`src/rtl/rr_sel_pkg.sv`:
```
// Shared constants, state type and one-hot helper for the round-robin select arbiter.
package rr_sel_pkg;
  localparam int NUM_CH      = 4;
  localparam int SEL_W       = 2;
  localparam int TIMEOUT_MAX = 15;

  typedef enum logic {IDLE, GRANT} state_t;

  function automatic logic [NUM_CH-1:0] onehot(input logic [SEL_W-1:0] i);
    onehot    = '0;
    onehot[i] = 1'b1;
  endfunction
endpackage

```
`src/rtl/rr_priority_pick.sv`:
```
// Rotating priority search: first set bit of (req & mask) starting at start, wrapping mod NUM_CH.
module rr_priority_pick import rr_sel_pkg::*; (
  input  logic [NUM_CH-1:0] req,
  input  logic [NUM_CH-1:0] mask,
  input  logic [SEL_W-1:0]  start,
  output logic [SEL_W-1:0]  idx,
  output logic              found
);
  logic [NUM_CH-1:0] cand;
  logic [SEL_W-1:0]  c;

  assign cand = req & mask;

  // Walk from the farthest offset down so the nearest candidate is written last.
  always_comb begin
    idx   = '0;
    found = 1'b0;
    c     = '0;
    for (int k = NUM_CH-1; k >= 0; k--) begin
      c = start + SEL_W'(k);
      if (cand[c]) begin
        idx   = c;
        found = 1'b1;
      end
    end
  end
endmodule

```
`src/rtl/rr_sel_arbiter.sv`:
```
// Round-robin arbiter driving a 4:1 mux select with valid/ready handshake.
// Optional grant-hold timeout enabled by defining RR_HOLD_TIMEOUT_EN.
module rr_sel_arbiter #(
  parameter int NUM_CH      = rr_sel_pkg::NUM_CH,
  parameter int TIMEOUT_MAX = rr_sel_pkg::TIMEOUT_MAX
) (
  input  logic                         clk,
  input  logic                         rst,
  input  logic [NUM_CH-1:0]            req,
  input  logic                         out_ready,
  output logic [rr_sel_pkg::SEL_W-1:0] sel,
  output logic [NUM_CH-1:0]            grant,
  output logic                         out_valid,
  output logic                         timeout
);
  import rr_sel_pkg::*;

  if (NUM_CH != 4 || TIMEOUT_MAX < 1 || TIMEOUT_MAX > 15) begin : g_bad_cfg
    $error("rr_sel_arbiter: NUM_CH must be 4 and TIMEOUT_MAX must fit a 4-bit counter");
  end

  state_t            state, state_n;
  logic [SEL_W-1:0]  ptr, ptr_n, sel_n, start, pick_idx;
  logic [NUM_CH-1:0] grant_n, mask;
  logic              pick_found, xfer, stall_hit, release_g;

  assign out_valid = (state == GRANT);
  assign xfer      = out_valid & out_ready;

`ifdef RR_HOLD_TIMEOUT_EN
  logic [3:0] stall_cnt;

  assign stall_hit = out_valid & ~out_ready & (stall_cnt == 4'(TIMEOUT_MAX - 1));

  // Counts stalled grant cycles; any other cycle (idle, transfer, forced release) clears it.
  always_ff @(posedge clk) begin
    if (rst) begin
      stall_cnt <= '0;
      timeout   <= 1'b0;
    end else begin
      stall_cnt <= (out_valid & ~out_ready & ~stall_hit) ? stall_cnt + 4'd1 : 4'd0;
      timeout   <= stall_hit;
    end
  end
`else
  assign stall_hit = 1'b0;
  assign timeout   = 1'b0;
`endif

  assign release_g = xfer | stall_hit;

  // Idle searches from ptr over everyone; a release searches past the current owner.
  assign start = (state == IDLE) ? ptr : sel + 1'b1;
  assign mask  = (state == IDLE) ? '1 : ~grant;

  rr_priority_pick u_pick (
    .req   (req),
    .mask  (mask),
    .start (start),
    .idx   (pick_idx),
    .found (pick_found)
  );

  always_comb begin
    state_n = state;
    sel_n   = sel;
    grant_n = grant;
    ptr_n   = ptr;
    case (state)
      IDLE: begin
        if (pick_found) begin
          state_n = GRANT;
          sel_n   = pick_idx;
          grant_n = onehot(pick_idx);
        end
      end
      GRANT: begin
        if (release_g) begin
          ptr_n = sel + 1'b1;
          if (pick_found) begin
            sel_n   = pick_idx;
            grant_n = onehot(pick_idx);
          end else if (!req[sel]) begin
            state_n = IDLE;
            grant_n = '0;
          end
        end
      end
      default: state_n = IDLE;
    endcase
  end

  always_ff @(posedge clk) begin
    if (rst) begin
      state <= IDLE;
      sel   <= '0;
      grant <= '0;
      ptr   <= '0;
    end else begin
      state <= state_n;
      sel   <= sel_n;
      grant <= grant_n;
      ptr   <= ptr_n;
    end
  end
endmodule

```
`config.mk`:
```
export PLATFORM = sky130hd
export DESIGN_NAME = rr_sel_arbiter
export DESIGN_NICKNAME = d
export VERILOG_FILES = /design/src/rtl/rr_sel_pkg.sv /design/src/rtl/rr_priority_pick.sv /design/src/rtl/rr_sel_arbiter.sv
export SDC_FILE = /design/constraint.sdc
export NUM_CORES = 1
export LEC_CHECK = 0
export BUFFER_PORTS_ARGS = -buffer_cell sky130_fd_sc_hd__buf_2
export CAP_MARGIN = 20
export CORE_AREA = 2 2 39 41
export CTS_CLUSTER_SIZE = 30
export DETAILED_ROUTE_END_ITERATION = 10
export DIE_AREA = 0 0 41 43
export PLACE_DENSITY = 0.78
export SETUP_SLACK_MARGIN = 0.02
export SYNTH_ARGS = -nofsm -noshare
export SYNTH_HDL_FRONTEND = slang
export SYNTH_HIERARCHICAL = 1
export SYNTH_SLANG_ARGS = --single-unit
```
`constraint.sdc`:
```
create_clock -name clk -period 2.9 [get_ports clk]
set_input_delay 0.435 -clock clk [delete_from_list [all_inputs] [get_ports clk]]
set_output_delay 0.435 -clock clk [all_outputs]
set_load 0.005 [all_outputs]
```
* Word-level counts from Yosys, hierarchy flattened
Index checks and enable logic that the tools add are counted.
** Storage, ports and cells
- Bits in registers :: 9
- Input port bits :: 7
- Output and inout bits :: 8
- Word-level logic and storage cells :: 60
** Cells by class
- Add/sub/neg operators :: 4
- $lt $le $gt $ge :: 7
- Equal/unequal tests :: 3
- Multiplexer cells :: 35
- Bitwise logic cells :: 4
- Reduce and logical (&&, ||, !) cells :: 3
** Operators with widths (number)
- $mux 4 :: 5
- $lt 2x3->1 const B :: 6
- $mux 1 :: 14
- $mux 2 :: 7
- $bmux 1 s2 :: 5
- $pmux 4 s2 :: 1
- $add 2x1->2 const B :: 2
- $add 2x2->2 const B :: 2
- $and 4x4->4 :: 1
- $not 4->4 :: 1
- $pmux 2 s2 :: 1
- $ne 3x3->1 const B :: 1
- $reduce_and 3->1 :: 1
- $demux 1 s2 :: 1
- $ge 2x1->1 const B :: 1
- $ne 2x1->1 const B :: 1
- $ne 2x2->1 const B :: 1
- $pmux 1 s2 :: 1
- $reduce_and 2->1 :: 1
- $and 1x1->1 :: 1
- $logic_and 1x1->1 :: 1
- $not 1->1 :: 1

* Depth between registers and ports, before layout
Gate-level depths: netlist of the first run.
- Word-level depth :: 16
- Gate-level depth with buffers :: 8
- Mapped depth without buffers :: 7

* Cells and area by module
The synthesis of the first run kept the hierarchy.
** Modules (own cells, without submodules)
- rr_sel_arbiter :: instances 1, cells an instance 54, area each 488.0 µm², sequential area each 180.2 µm²
- rr_priority_pick :: instances 1, cells an instance 16, area each 92.6 µm², sequential area each 0.0 µm²

* Worst setup path before layout of the first run
No wires, ideal clock.
- Kind :: reg-to-reg
- From :: reg state, in the netlist out_valid
- To :: reg grant[1]
- Library setup time :: 0.072 ns
- Arrival :: 2.176 ns
- Data required time :: 2.828 ns
- Setup slack :: 0.652 ns
- Cell stages (with the launch flop) :: 8
- Buffers on the path :: 1
- Period minus slack after synthesis :: 2.248 ns
- Cell sequence :: dfxtp_1 > clkbuf_1 > nor2_1 > a21oi_1 > and4b_1 > a211oi_2 > or4b_2 > mux2i_1
** On the way
- Word-level cells in the longest chain between the ends :: 15
- Elaborated cells on any way between the ends :: 37
- Those cells by class :: add/sub (3); order compare (2); eq/ne (3); mux (24); bitwise (3); reduce/logical (2)
** RTL lines
- from (decl) :: RTL line rr_sel_arbiter.sv:22 : state_t state, state_n;
- from (signal assigned) :: RTL line rr_sel_arbiter.sv:100 : state <= state_n;
- $mux 2 (*) :: RTL line rr_sel_arbiter.sv:53 : assign start = (state == IDLE) ? ptr : sel + 1'b1;
- named net start[1] :: RTL line rr_sel_arbiter.sv:23 : logic [SEL_W-1:0] ptr, ptr_n, sel_n, start, pick_idx;
- $add 2x2->2 :: RTL line rr_priority_pick.sv:20 : c = start + SEL_W'(k);
- $bmux 1 s2 :: RTL line rr_priority_pick.sv:21 : if (cand[c]) begin
- $mux 1 (implied by the code) :: RTL line rr_priority_pick.sv:21
- $mux 2 (3 in series) :: RTL line rr_priority_pick.sv:21
- $mux 2 (*) :: RTL line rr_priority_pick.sv:21
- named net pick_idx[0] :: RTL line rr_sel_arbiter.sv:23
- $lt 2x3->1 (implied by the code) or $ge 2x1->1 (tied branches) :: RTL line rr_sel_pkg.sv:11 : onehot[i] = 1'b1;
- $logic_and 1x1->1 (implied by the code) :: RTL line rr_sel_pkg.sv:11
- $mux 1 (implied by the code) :: RTL line rr_sel_pkg.sv:11
- $demux 1 s2 (*) :: RTL line rr_sel_pkg.sv:11
- $mux 4 :: RTL line rr_sel_arbiter.sv:80 : if (pick_found) begin
- $mux 4 :: RTL line rr_sel_arbiter.sv:78 : if (release_g) begin
- $pmux 4 s2 (*) :: RTL line rr_sel_arbiter.sv:69 : case (state)
- to (signal assigned) :: RTL line rr_sel_arbiter.sv:102 : grant <= grant_n;
- to (decl) :: RTL line rr_sel_arbiter.sv:12 : output logic [NUM_CH-1:0] grant,
The timed path passes the listed nets; every way through them passes the cells marked *. The select of a mux whose other input is x is not followed.
A chain may end at the register's enable or synchronous reset.

* Worst setup path in the final report of the first run
Same ends and word-level chain as after synthesis.

==> impl_results.rst, run 1 <==
.. list-table::
   :header-rows: 1

   * - Metric
     - Value
   * - Boundary pin count
     - 15
   * - Number of flops mapped to enable cells by yosys
     - 0
   * - Chip width
     - 41 um
   * - Count of unique library cells instantiated by Yosys
     - 27
   * - Source-to-sink clock delay at the later pin of the worst-skew pair
     - 0.27 ns
   * - Final setup slack of the worst path
     - 0.572 ns
   * - Top-area cell type share of the netlist area
     - 31.0%
   * - Cell taking the most area after synthesis
     - sky130_fd_sc_hd__dfxtp_1
   * - Max rail drop VDD
     - 0.000171 V
   * - R2r setup slk
     - 0.57 ns
   * - Period utilization
     - 80.3%
   * - Inserted Clock Buffers
     - 3
   * - Share of cells above drive strength 1
     - 26.2%
   * - Met3 track demand over resource in global routing
     - 1.57%
   * - Global-route wire length before repair
     - 2.06 mm
   * - GRT Overall Usage
     - 17.4%
   * - Dpl cells
     - 96
   * - P&R area growth vs syn
     - 16.6%
   * - Final number of max-transition violations
     - 0
   * - WHS Endpoint
     - ptr[1]
   * - Highest clock rate
     - 429 MHz
   * - Peak-usage layer in the global routing report
     - met2
   * - Reg2Reg Launch Point
     - out_valid
   * - RSZ-0062 raised after global routing
     - false
   * - Post-place setup slack
     - 0.604 ns
   * - Starting Density
     - 42.0%
   * - Data arrival time of the critical path
     - 2.54 ns
   * - HP Class
     - primary input to flip-flop
   * - Number of hold buffers added after CTS
     - 0
   * - Fin Setup TNS
     - 0 ns
   * - Clock transition time at the flip-flop clock pins of the worst setup and hold paths
     - 0.06 ns
   * - Required time worst endpoint
     - 3.11 ns
   * - Final ANT Viol Nets
     - 0
   * - Die area
     - 1760 um^2
   * - Port buffer count
     - 13
   * - N_diodes
     - 0
   * - Area of the mapped netlist
     - 581 um^2
   * - Synthesis warning total
     - 6
   * - Post-detailed-routing wire length
     - 1.27 mm
   * - Critical Path Source Type
     - flip-flop
   * - Pin count of the biggest net entering global routing
     - 15
   * - Synth Area per Inst
     - 8.29 um^2
   * - Largest stage delay on the critical path
     - 0.61 ns
   * - Bufs on Longest Clock Path
     - 2
   * - CP Capture Type
     - flip-flop
   * - Number of gates resized after cts
     - 0
   * - Last weighted congestion value of the routability-driven placer
     - 0.685
   * - Library cell used as clock root buffer
     - sky130_fd_sc_hd__clkbuf_4
   * - Final setup violation count
     - 0
   * - Power density cells
     - 514 nW/um^2
   * - GR Layer Usage met1
     - 20.8%
   * - Total count of hold-check failures in the final report
     - 0
   * - Category of the most critical setup path
     - flip-flop to flip-flop
   * - Initial antenna violation count
     - 0
   * - Fin nets
     - 92
   * - CTS tree
     - built
   * - Register area share after synthesis
     - 31.0%
   * - Non-filler instance count after layout
     - 100
   * - Highest net fanout along the worst path
     - 14
   * - Top cells by area in the synthesized netlist
     - sky130_fd_sc_hd__dfxtp_1 (31%), sky130_fd_sc_hd__mux2i_1 (8.6%), sky130_fd_sc_hd__a21oi_1 (6.9%), sky130_fd_sc_hd__o21ai_0 (5.2%), sky130_fd_sc_hd__nand2_1 (5.2%)
   * - Met2 demand-to-capacity share in global routing
     - 26.3%
   * - Post-Syn Instances
     - 70
   * - Flop and latch count out of synthesis
     - 9
   * - Height of the die
     - 43 um
   * - CTS Sinks
     - 9
   * - P_leak
     - 0.285 nW
   * - Violation count after the first detailed-routing iteration
     - 11
   * - Number of cells on the worst hold path
     - 2
   * - Endpoint of the lowest-slack register-to-register path
     - grant[1]
   * - Number of global-route vias before repair
     - 516
   * - Min Tclk post-route
     - 2.33 ns
   * - Synthesized Nets
     - 77
   * - Post-CTS setup buffer count
     - 0
   * - Number of vias in the routed layout
     - 555
   * - Origin of the worst min-delay path
     - out_ready
   * - Async set or reset register ratio after synthesis
     - 0%
   * - Core region area
     - 1380 um^2
   * - Slowest stage cell on the critical path
     - sky130_fd_sc_hd__or4b_2
   * - Post-Route Skew
     - 0.00578 ns
   * - Fill cells
     - 138
   * - Primary flip-flop cell chosen by synthesis mapping
     - sky130_fd_sc_hd__dfxtp_1
   * - R2R cell count
     - 6
   * - Number of H-tree branching levels
     - 1
   * - CP Cell Sequence
     - nor2_1 > a21oi_1 > and4b_1 > a211oi_2 > or4b_2 > mux2i_1
   * - Detailed-route DRC error count
     - 0
   * - Overflow left after global routing
     - 0
   * - Outcome
     - finished, final reports clean
   * - Post-detail-place hpwl
     - 949 um
   * - First drt pass iteration count
     - 4
   * - Overall power after layout
     - 0.000348 W
   * - Ratio of routed vias to standard cells
     - 5.55
   * - Max_cap viols
     - 0
   * - Most repeated cell in the gate-level netlist after synthesis
     - sky130_fd_sc_hd__dfxtp_1
   * - Site row count
     - 14
   * - Ranking of synthesized cells by instance count
     - sky130_fd_sc_hd__dfxtp_1 (9), sky130_fd_sc_hd__a21oi_1 (8), sky130_fd_sc_hd__nand2_1 (8)
   * - Wire length per cell after detailed routing
     - 12.7 um
==> layer usage <==
layer | vias to the layer above | wire length, um
met5 | - | 0
met1 | 252 | 573
li1 | 279 | -
met3 | 3 | 59
met2 | 21 | 606
met4 | 0 | 31
==> worst max path at each step <==
stage,start,to,slack (ns)
after floorplan,out_valid,grant[1],0.65
after global placement,out_valid,grant[1],0.67
after detailed placement,out_valid,grant[1],0.60
after CTS,out_valid,grant[1],0.57
after global routing,out_valid,grant[1],0.46
final,out_valid,grant[1],0.57
==> cell families after synthesis <==
kind of cell,count (synthesis),synth area share (%)
buffers and inverters,7,5.17
multiplexers,6,12.5
AND/OR/NAND/NOR,28,29.3
flip-flops,9,31.0
XOR/XNOR,1,1.51
other,1,0.646
AO/OA/AOI/OAI,18,19.8
==> worst max-delay path: cells and delay by family, from the launching register on <==
family,cells,cell delay [ns]
AND/OR/NAND/NOR,3,0.94
multiplexers,1,0.13
flip-flops,1,0.57
AO/OA/AOI/OAI,2,0.63
==> layout by cell type, fill, tap and decap left out, drive strengths merged, types with 2 or more instances in the layout <==
master,n
buf,13
dfxtp,9
nand2,8
a21oi,8
o21ai,6
mux2i,5
inv,4
nand2b,4
clkbuf,4
nand3,3
nor2b,2
nand3b,2
or4b,2
==> report_power, final <==
part           switching, W  internal (W)
clock             0.0000480     0.0000533
sequential        0.0000143      0.000137
combinational     0.0000486     0.0000471
total              0.000111      0.000237
==> area by class of cell <==
class | count | area, um^2 | share of cell area (%)
Clock buffer | 4 | 26.3 | 3.88
Inverter | 4 | 15.0 | 2.22
Multi-Input combinational cell | 54 | 370 | 54.7
Sequential cell | 9 | 180 | 26.6
Tap cell | 16 | 20.0 | 2.96
Timing Repair Buffer | 13 | 65.1 | 9.61
==> registers in the layout (all words and copies together), names as in the netlist <==
register / cells
grant: 4
ptr: 2
sel: 2
out_valid: 1
==> per-stage QoR <==
stage | utilization [%] | cell area (um^2) | hold slack, ns
floorplan | - | 581 | 0.436
global placement | 47.0 | 651 | 0.445
detailed placement | 47.0 | 651 | 0.448
CTS | 48.9 | 677 | 0.415
global route | 48.9 | 677 | 0.421
finish | 48.9 | 677 | 0.429
No activity file was read; power rests on OpenSTA's default activity.
==> run 2, diff against run 1 <==
Settings changed: CORE_AREA 2 2 39 41 to default, CORE_UTILIZATION from default to 44, DIE_AREA 0 0 41 43 to default, PLACE_DENSITY 0.78 to 0.81.
Clock period 2.9 ns to 2 ns, I/O delays scaled along.
==> impl_results.rst, run 2 (synthesized netlist as in run 1, its figures left out) <==
.. list-table::
   :header-rows: 1

   * - Metric
     - Value
   * - Outcome
     - finished, final reports clean
   * - Initial antenna violation count
     - 0 (unchanged)
   * - Leading cell type in the layout, fill and taps excluded
     - sky130_fd_sc_hd__buf_2
   * - Most frequent cells in the layout
     - sky130_fd_sc_hd__buf_2 (13), sky130_fd_sc_hd__nand2_1 (8), sky130_fd_sc_hd__buf_4 (7)
   * - Starting Density
     - 49.6% (+7.6 points)
   * - Required time worst endpoint
     - 2.20 ns (-0.91 ns)
   * - Core region area
     - 1170 um^2 (-15%)
   * - Post-place setup slack
     - 0.0532 ns (-0.551 ns)
   * - Max_cap viols
     - 0 (unchanged)
   * - Comb pwr share
     - 33.9% (+6.4 points)
   * - Share of cells above drive strength 1
     - 39.6% (+13 points)
   * - Violation count after the first detailed-routing iteration
     - 29 (+18)
   * - Number of vias in the routed layout
     - 578 (+4.1%)
   * - Min Tclk post-route
     - 1.95 ns (-0.380 ns)
   * - Library cell used as clock root buffer
     - sky130_fd_sc_hd__clkbuf_4
   * - WHS Endpoint
     - ptr[1]
   * - Chip width
     - 38.3 um (-6.5%)
   * - CP Capture Type
     - flip-flop
   * - Category of the most critical setup path
     - flip-flop to flip-flop
   * - Post-detailed-routing wire length
     - 1.49 mm (+17%)
   * - CTS Sinks
     - 9 (unchanged)
   * - P&R area growth vs syn
     - 30.8%
   * - Global-route wire length before repair
     - 2.22 mm (+7.7%)
   * - Critical Path Source Type
     - flip-flop
   * - RSZ-0062 raised after global routing
     - true
   * - R2R cell count
     - 7 (+1)
   * - CTS tree
     - built
   * - R2r setup slk
     - 0.05 ns (-0.52 ns)
   * - Number of H-tree branching levels
     - 1 (unchanged)
   * - Highest clock rate
     - 513 MHz (+20%)
   * - CP Cell Sequence
     - xnor2_2 > a21oi_4 > nand3_1 > a31oi_1 > a211oi_2 > or4b_2 > mux2i_1
   * - First drt pass iteration count
     - 4 (unchanged)
   * - P_leak
     - 0.329 nW (+15%)
   * - Biggest regs
     - grant (4), ptr (2), sel (2)
   * - Kind of cell adding the most delay to the critical path
     - simple AND/OR/NAND/NOR gates
   * - Clock transition time at the flip-flop clock pins of the worst setup and hold paths
     - 0.07 ns (about the same)
   * - Detailed-route DRC error count
     - 0 (unchanged)
   * - Part of the total power dissipated in sequential elements
     - 38.7% (-4.7 points)
   * - Die area
     - 1470 um^2 (-17%)
   * - Power density cells
     - 730 nW/um^2 (+42%)
   * - Endpoint of the lowest-slack register-to-register path
     - grant[2]
   * - Final setup slack of the worst path
     - 0.0518 ns (-0.520 ns)
   * - Height of the die
     - 38.3 um (-11%)
   * - Boundary pin count
     - 15 (unchanged)
   * - Largest reg by FF count
     - grant
   * - Pin count of the biggest net entering global routing
     - 14 (-1)
   * - N_diodes
     - 0 (unchanged)
   * - Worst Path Buf+Inv
     - 0 (unchanged)
   * - Final setup violation count
     - 0 (unchanged)
   * - Period utilization
     - 97.4% (+17 points)
   * - Number of global-route vias before repair
     - 505 (-2.1%)
   * - Data arrival time of the critical path
     - 2.15 ns (-0.39 ns)
   * - Util after Layout
     - 64.9% (+16 points)
   * - Highest net fanout along the worst path
     - 6 (-8)
   * - Origin of the worst min-delay path
     - out_ready
   * - Final number of max-transition violations
     - 0 (unchanged)
   * - Total internal power
     - 0.000374 W (+58%)
   * - Bufs on Longest Clock Path
     - 2 (unchanged)
   * - Last weighted congestion value of the routability-driven placer
     - 0.792 (+16%)
   * - Wire length per cell after detailed routing
     - 14.1 um (+11%)
   * - Final ANT Viol Nets
     - 0 (unchanged)
   * - Proportion of total power due to net switching
     - 32.6% (+0.74 points)
   * - Reg2Reg Launch Point
     - sel[0]
   * - Post-detail-place hpwl
     - 1.03 mm (+9.0%)
   * - Clock share of power
     - 27.5% (-1.6 points)
   * - Largest stage delay on the critical path
     - 0.67 ns (+0.06 ns)
   * - Max rail drop VDD
     - 0.000381 V (+120%)
   * - Overflow left after global routing
     - 0 (unchanged)
   * - Source-to-sink clock delay at the later pin of the worst-skew pair
     - 0.27 ns (about the same)
   * - Fill cells
     - 96 (-30%)
   * - Largest register FFs
     - 4 (unchanged)
   * - Number of cells on the worst hold path
     - 2 (unchanged)
   * - HP Class
     - primary input to flip-flop
   * - Post-Route Skew
     - 0.000826 ns (-0.00496 ns)
   * - Post-CTS setup buffer count
     - 0 (unchanged)
   * - Ratio of routed vias to standard cells
     - 5.50 (-0.82%)
   * - Site row count
     - 12 (-2)
   * - Fin nets
     - 99 (+7.6%)
   * - Hold_ws
     - 0.307 ns (-0.122 ns)
   * - GRT Overall Usage
     - 23.3% (+6.0 points)
   * - Port buffer count
     - 13 (unchanged)
   * - Slowest stage cell on the critical path
     - sky130_fd_sc_hd__or4b_2
   * - Inserted Clock Buffers
     - 3 (unchanged)
   * - Total count of hold-check failures in the final report
     - 0 (unchanged)
   * - Net load switching power
     - 0.000181 W (+63%)
run 2: metal layers:
metal	global-route usage (%)	part of all wire [%]
met4	16.1	1.6
met1	30.8	48
met2	33.1	45
met5	0	0
met3	5.23	6.1
run 2: worst max-delay path by stage:
stage | start | to | cells after the start
floorplan | out_valid | grant[1] | 7
global placement | out_valid | grant[1] | 7
detailed placement | sel[0] | grant[1] | 6
CTS | out_valid | grant[1] | 7
global route | out_valid | grant[2] | 8
finish | sel[0] | grant[2] | 7
run 2: power groups by stage:
| stage | combinational [W] | sequential [W] | clock [W] |
|---|---|---|---|
| finish | 0.000188 | 0.000214 | 0.000152 |
| global route | 0.000203 | 0.000217 | 0.000160 |
| CTS | 0.000172 | 0.000211 | 0.000153 |
| detailed placement | 0.000171 | 0.000215 | 0 |
| global placement | 0.000168 | 0.000214 | 0 |
| floorplan | 0.000105 | 0.000218 | 0 |
run 2: area by class of cell:
cell class                 instances  area, um^2  area share [%]
sequential                         9         184            24.2
multi-input combinational         54         399            52.6
inverter                           4        15.0            1.98
tap                               14        17.5            2.31
clock buffer                       4        26.3            3.46
timing repair buffer              20         118            15.5
run 2: stage by stage:
stage | power (W) | instances | setup TNS (ns) | instance area (um^2)
finish | 0.000555 | 105 | 0 | 759
global route | 0.000580 | 105 | -0.0193 | 759
CTS | 0.000536 | 105 | 0 | 731
detailed placement | 0.000386 | 101 | 0 | 704
global placement | 0.000382 | 101 | 0 | 704
floorplan | 0.000324 | 70 | 0 | 594
run 2: worst reg2reg max path, stage by stage (launching register included):
cell and delay, ns:
sky130_fd_sc_hd__dfxtp_2 0.33, sky130_fd_sc_hd__xnor2_2 0.16, sky130_fd_sc_hd__a21oi_4 0.20, sky130_fd_sc_hd__nand3_1 0.10, sky130_fd_sc_hd__a31oi_1 0.20, sky130_fd_sc_hd__a211oi_2 0.08, sky130_fd_sc_hd__or4b_2 0.67, sky130_fd_sc_hd__mux2i_1 0.14
run 2: timing repair:
action | in CTS | in global routing
hold buffers | 0 | 0
resized for setup | 0 | 9
setup endpoints to repair | 0 | 3
==> run 3, diff against run 2 <==
Settings changed: CORE_AREA from default to 2 2 39 41, CORE_UTILIZATION 44 to default, DIE_AREA from default to 0 0 41 43, PLACE_DENSITY 0.81 to 0.78.
Clock period 2 ns to 2.15 ns, I/O delays scaled along.
==> impl_results.rst, run 3 (synthesized netlist as in run 1, its figures left out) <==
.. list-table::
   :header-rows: 1

   * - Metric
     - Value
   * - Outcome
     - finished, final reports clean
   * - Overall power after layout
     - 0.000500 W (-9.8%)
   * - Hold_ws
     - 0.324 ns (+0.0177 ns)
   * - P&R area growth vs syn
     - 26.3%
   * - Wire length per cell after detailed routing
     - 13.8 um (-2.2%)
   * - Area taken by multi-input logic gates
     - 395 um^2 (-0.94%)
   * - Leading cell type in the layout, fill and taps excluded
     - sky130_fd_sc_hd__buf_2
   * - Global-route wire length before repair
     - 1.93 mm (-13%)
   * - First drt pass iteration count
     - 5 (+1)
   * - Share of cells above drive strength 1
     - 34.1% (-5.5 points)
   * - Ratio of routed vias to standard cells
     - 5.91 (+7.4%)
   * - Period utilization
     - 97.3% (-0.15 points)
   * - Comb pwr share
     - 33.9% (about the same)
   * - Number of H-tree branching levels
     - 1 (unchanged)
   * - CTS tree
     - built
   * - CTS Sinks
     - 9 (unchanged)
   * - Slowest stage cell on the critical path
     - sky130_fd_sc_hd__or4b_2
   * - Library cell used as clock root buffer
     - sky130_fd_sc_hd__clkbuf_4
   * - P_leak
     - 0.310 nW (-5.9%)
   * - N_diodes
     - 0 (unchanged)
   * - Site row count
     - 14 (+2)
   * - Category of the most critical setup path
     - flip-flop to flip-flop
   * - Initial antenna violation count
     - 0 (unchanged)
   * - Port buffer count
     - 13 (unchanged)
   * - Post-detailed-routing wire length
     - 1.44 mm (-3.1%)
   * - Most frequent cells in the layout
     - sky130_fd_sc_hd__buf_2 (13), sky130_fd_sc_hd__nand2_1 (8), sky130_fd_sc_hd__dfxtp_1 (8)
   * - Last weighted congestion value of the routability-driven placer
     - 0.721 (-9.0%)
   * - Boundary pin count
     - 15 (unchanged)
   * - Net load switching power
     - 0.000162 W (-10%)
   * - Clock share of power
     - 26.6% (-0.9 points)
   * - Number of vias in the routed layout
     - 615 (+6.4%)
   * - Height of the die
     - 43 um (+12%)
   * - Highest clock rate
     - 478 MHz (-6.8%)
   * - CP Cell Sequence
     - xnor2_1 > a21oi_2 > nor2b_1 > o21ai_0 > a21oi_2 > or4b_2 > mux2i_1
   * - Biggest regs
     - grant (4), ptr (2), sel (2)
   * - Required time worst endpoint
     - 2.35 ns (+0.15 ns)
   * - Inserted Clock Buffers
     - 3 (unchanged)
   * - Total count of hold-check failures in the final report
     - 0 (unchanged)
   * - Max rail drop VDD
     - 0.000286 V (-25%)
   * - Part of the total power dissipated in sequential elements
     - 39.5% (+0.8 points)
   * - Core region area
     - 1380 um^2 (+18%)
   * - Fin nets
     - 96 (-3.0%)
   * - Sequential standard cell area
     - 181 um^2 (-1.4%)
   * - Cell type with the highest occurrence count on the critical path
     - sky130_fd_sc_hd__a21oi_2
   * - Non-filler instance count after layout
     - 104 (-0.95%)
   * - Final setup violation count
     - 0 (unchanged)
   * - Clock transition time at the flip-flop clock pins of the worst setup and hold paths
     - 0.06 ns (about the same)
   * - Max_cap viols
     - 0 (unchanged)
   * - Source-to-sink clock delay at the later pin of the worst-skew pair
     - 0.26 ns (about the same)
   * - Proportion of total power due to net switching
     - 32.5% (-0.15 points)
   * - Worst Path Buf+Inv
     - 0 (unchanged)
   * - Dpl cells
     - 99 (-2.0%)
   * - Min Tclk post-route
     - 2.09 ns (+0.143 ns)
   * - Final number of max-transition violations
     - 0 (unchanged)
   * - Post-Route Skew
     - 0.00117 ns (+0.000346 ns)
   * - Power density cells
     - 682 nW/um^2 (-6.6%)
   * - CP Capture Type
     - flip-flop
   * - Data arrival time of the critical path
     - 2.29 ns (+0.14 ns)
   * - Post-detail-place hpwl
     - 976 um (-5.6%)
   * - Overflow left after global routing
     - 0 (unchanged)
   * - Fill cells
     - 123 (+28%)
   * - Pin count of the biggest net entering global routing
     - 14 (unchanged)
   * - Util after Layout
     - 53.0% (-12 points)
   * - Highest net fanout along the worst path
     - 6 (unchanged)
   * - Starting Density
     - 42.0% (-7.6 points)
   * - Die area
     - 1760 um^2 (+20%)
   * - Bufs on Longest Clock Path
     - 2 (unchanged)
   * - Kind of cell adding the most delay to the critical path
     - simple AND/OR/NAND/NOR gates
   * - Total internal power
     - 0.000338 W (-9.6%)
   * - Final ANT Viol Nets
     - 0 (unchanged)
   * - Number of global-route vias before repair
     - 495 (-2.0%)
   * - Critical Path Source Type
     - flip-flop
   * - Largest register FFs
     - 4 (unchanged)
   * - Violation count after the first detailed-routing iteration
     - 52 (+79%)
   * - GRT Overall Usage
     - 15.9% (-7.4 points)
   * - Largest stage delay on the critical path
     - 0.62 ns (-0.05 ns)
   * - Largest reg by FF count
     - grant
   * - HP Class
     - primary input to flip-flop
   * - Detailed-route DRC error count
     - 0 (unchanged)
   * - Chip width
     - 41 um (+7.0%)
-- run 3: cell count changes in the layout (fill, tap and decap cells not counted), sizes merged --
cell and change:
buf -3
-- run 3: worst register-to-register path, cell delays in order, from the launching register on --
cell and delay, ns:
sky130_fd_sc_hd__dfxtp_1 0.32, sky130_fd_sc_hd__xnor2_1 0.26, sky130_fd_sc_hd__a21oi_2 0.14, sky130_fd_sc_hd__nor2b_1 0.16, sky130_fd_sc_hd__o21ai_0 0.13, sky130_fd_sc_hd__a21oi_2 0.26
sky130_fd_sc_hd__or4b_2 0.62, sky130_fd_sc_hd__mux2i_1 0.13
-- run 3: power by group through the flow --
stage | Combinational, W | Sequential [W] | Clock (W)
final | 0.000170 | 0.000198 | 0.000133
after CTS | 0.000146 | 0.000197 | 0.000132
after detailed placement | 0.000145 | 0.000200 | 0
after global routing | 0.000182 | 0.000199 | 0.000139
after global placement | 0.000142 | 0.000200 | 0
after floorplan | 0.0000960 | 0.000203 | 0
-- run 3: stage by stage --
stage,worst slack (ns),TNS (ns),area (um^2)
5_1_grt,-0.00866,-0.00866,733
4_1_cts,0.0630,0,703
3_5_place_dp,0.0853,0,677
2_1_floorplan,0.0753,0,586
6_report,0.0590,0,733
3_3_place_gp,0.146,0,677
-- run 3: what timing repair did --
| action | 4_1_cts | 5_1_grt |
|---|---|---|
| hold endpoints to repair | 0 | 0 |
| resized for setup | 0 | 6 |
| buffers inserted | 0 | 1 |
| hold buffers | 0 | 0 |
| endpoints found under the setup margin | 0 | 2 |
-- run 3: routing by layer --
metal  vias to the layer above  GRT usage, %  share of wire, %
met5                         -             0                 0
met4                         0          10.0               4.2
met3                        13          1.57               7.1
met2                        34          23.4                46
met1                       279          21.1                42
li1                        289             -                 -
-- run 3: cell type report --
type | count | area share (%)
clock buffer | 4 | 3.58
tap | 16 | 2.73
inverter | 4 | 2.05
sequential | 9 | 24.7
multi-input combinational | 54 | 53.9
timing repair buffer | 17 | 13.0
-- run 3: worst paths after layout --
path                            slack [ns]  startpoint  cells after the start       end
worst max-delay path                  0.06      sel[1]                      7  grant[2]
worst min register to register        0.47      ptr[0]                      2    ptr[0]
worst min-delay path                  0.32   out_ready                      2    ptr[1]
worst max register to register        0.06      sel[1]                      7  grant[2]
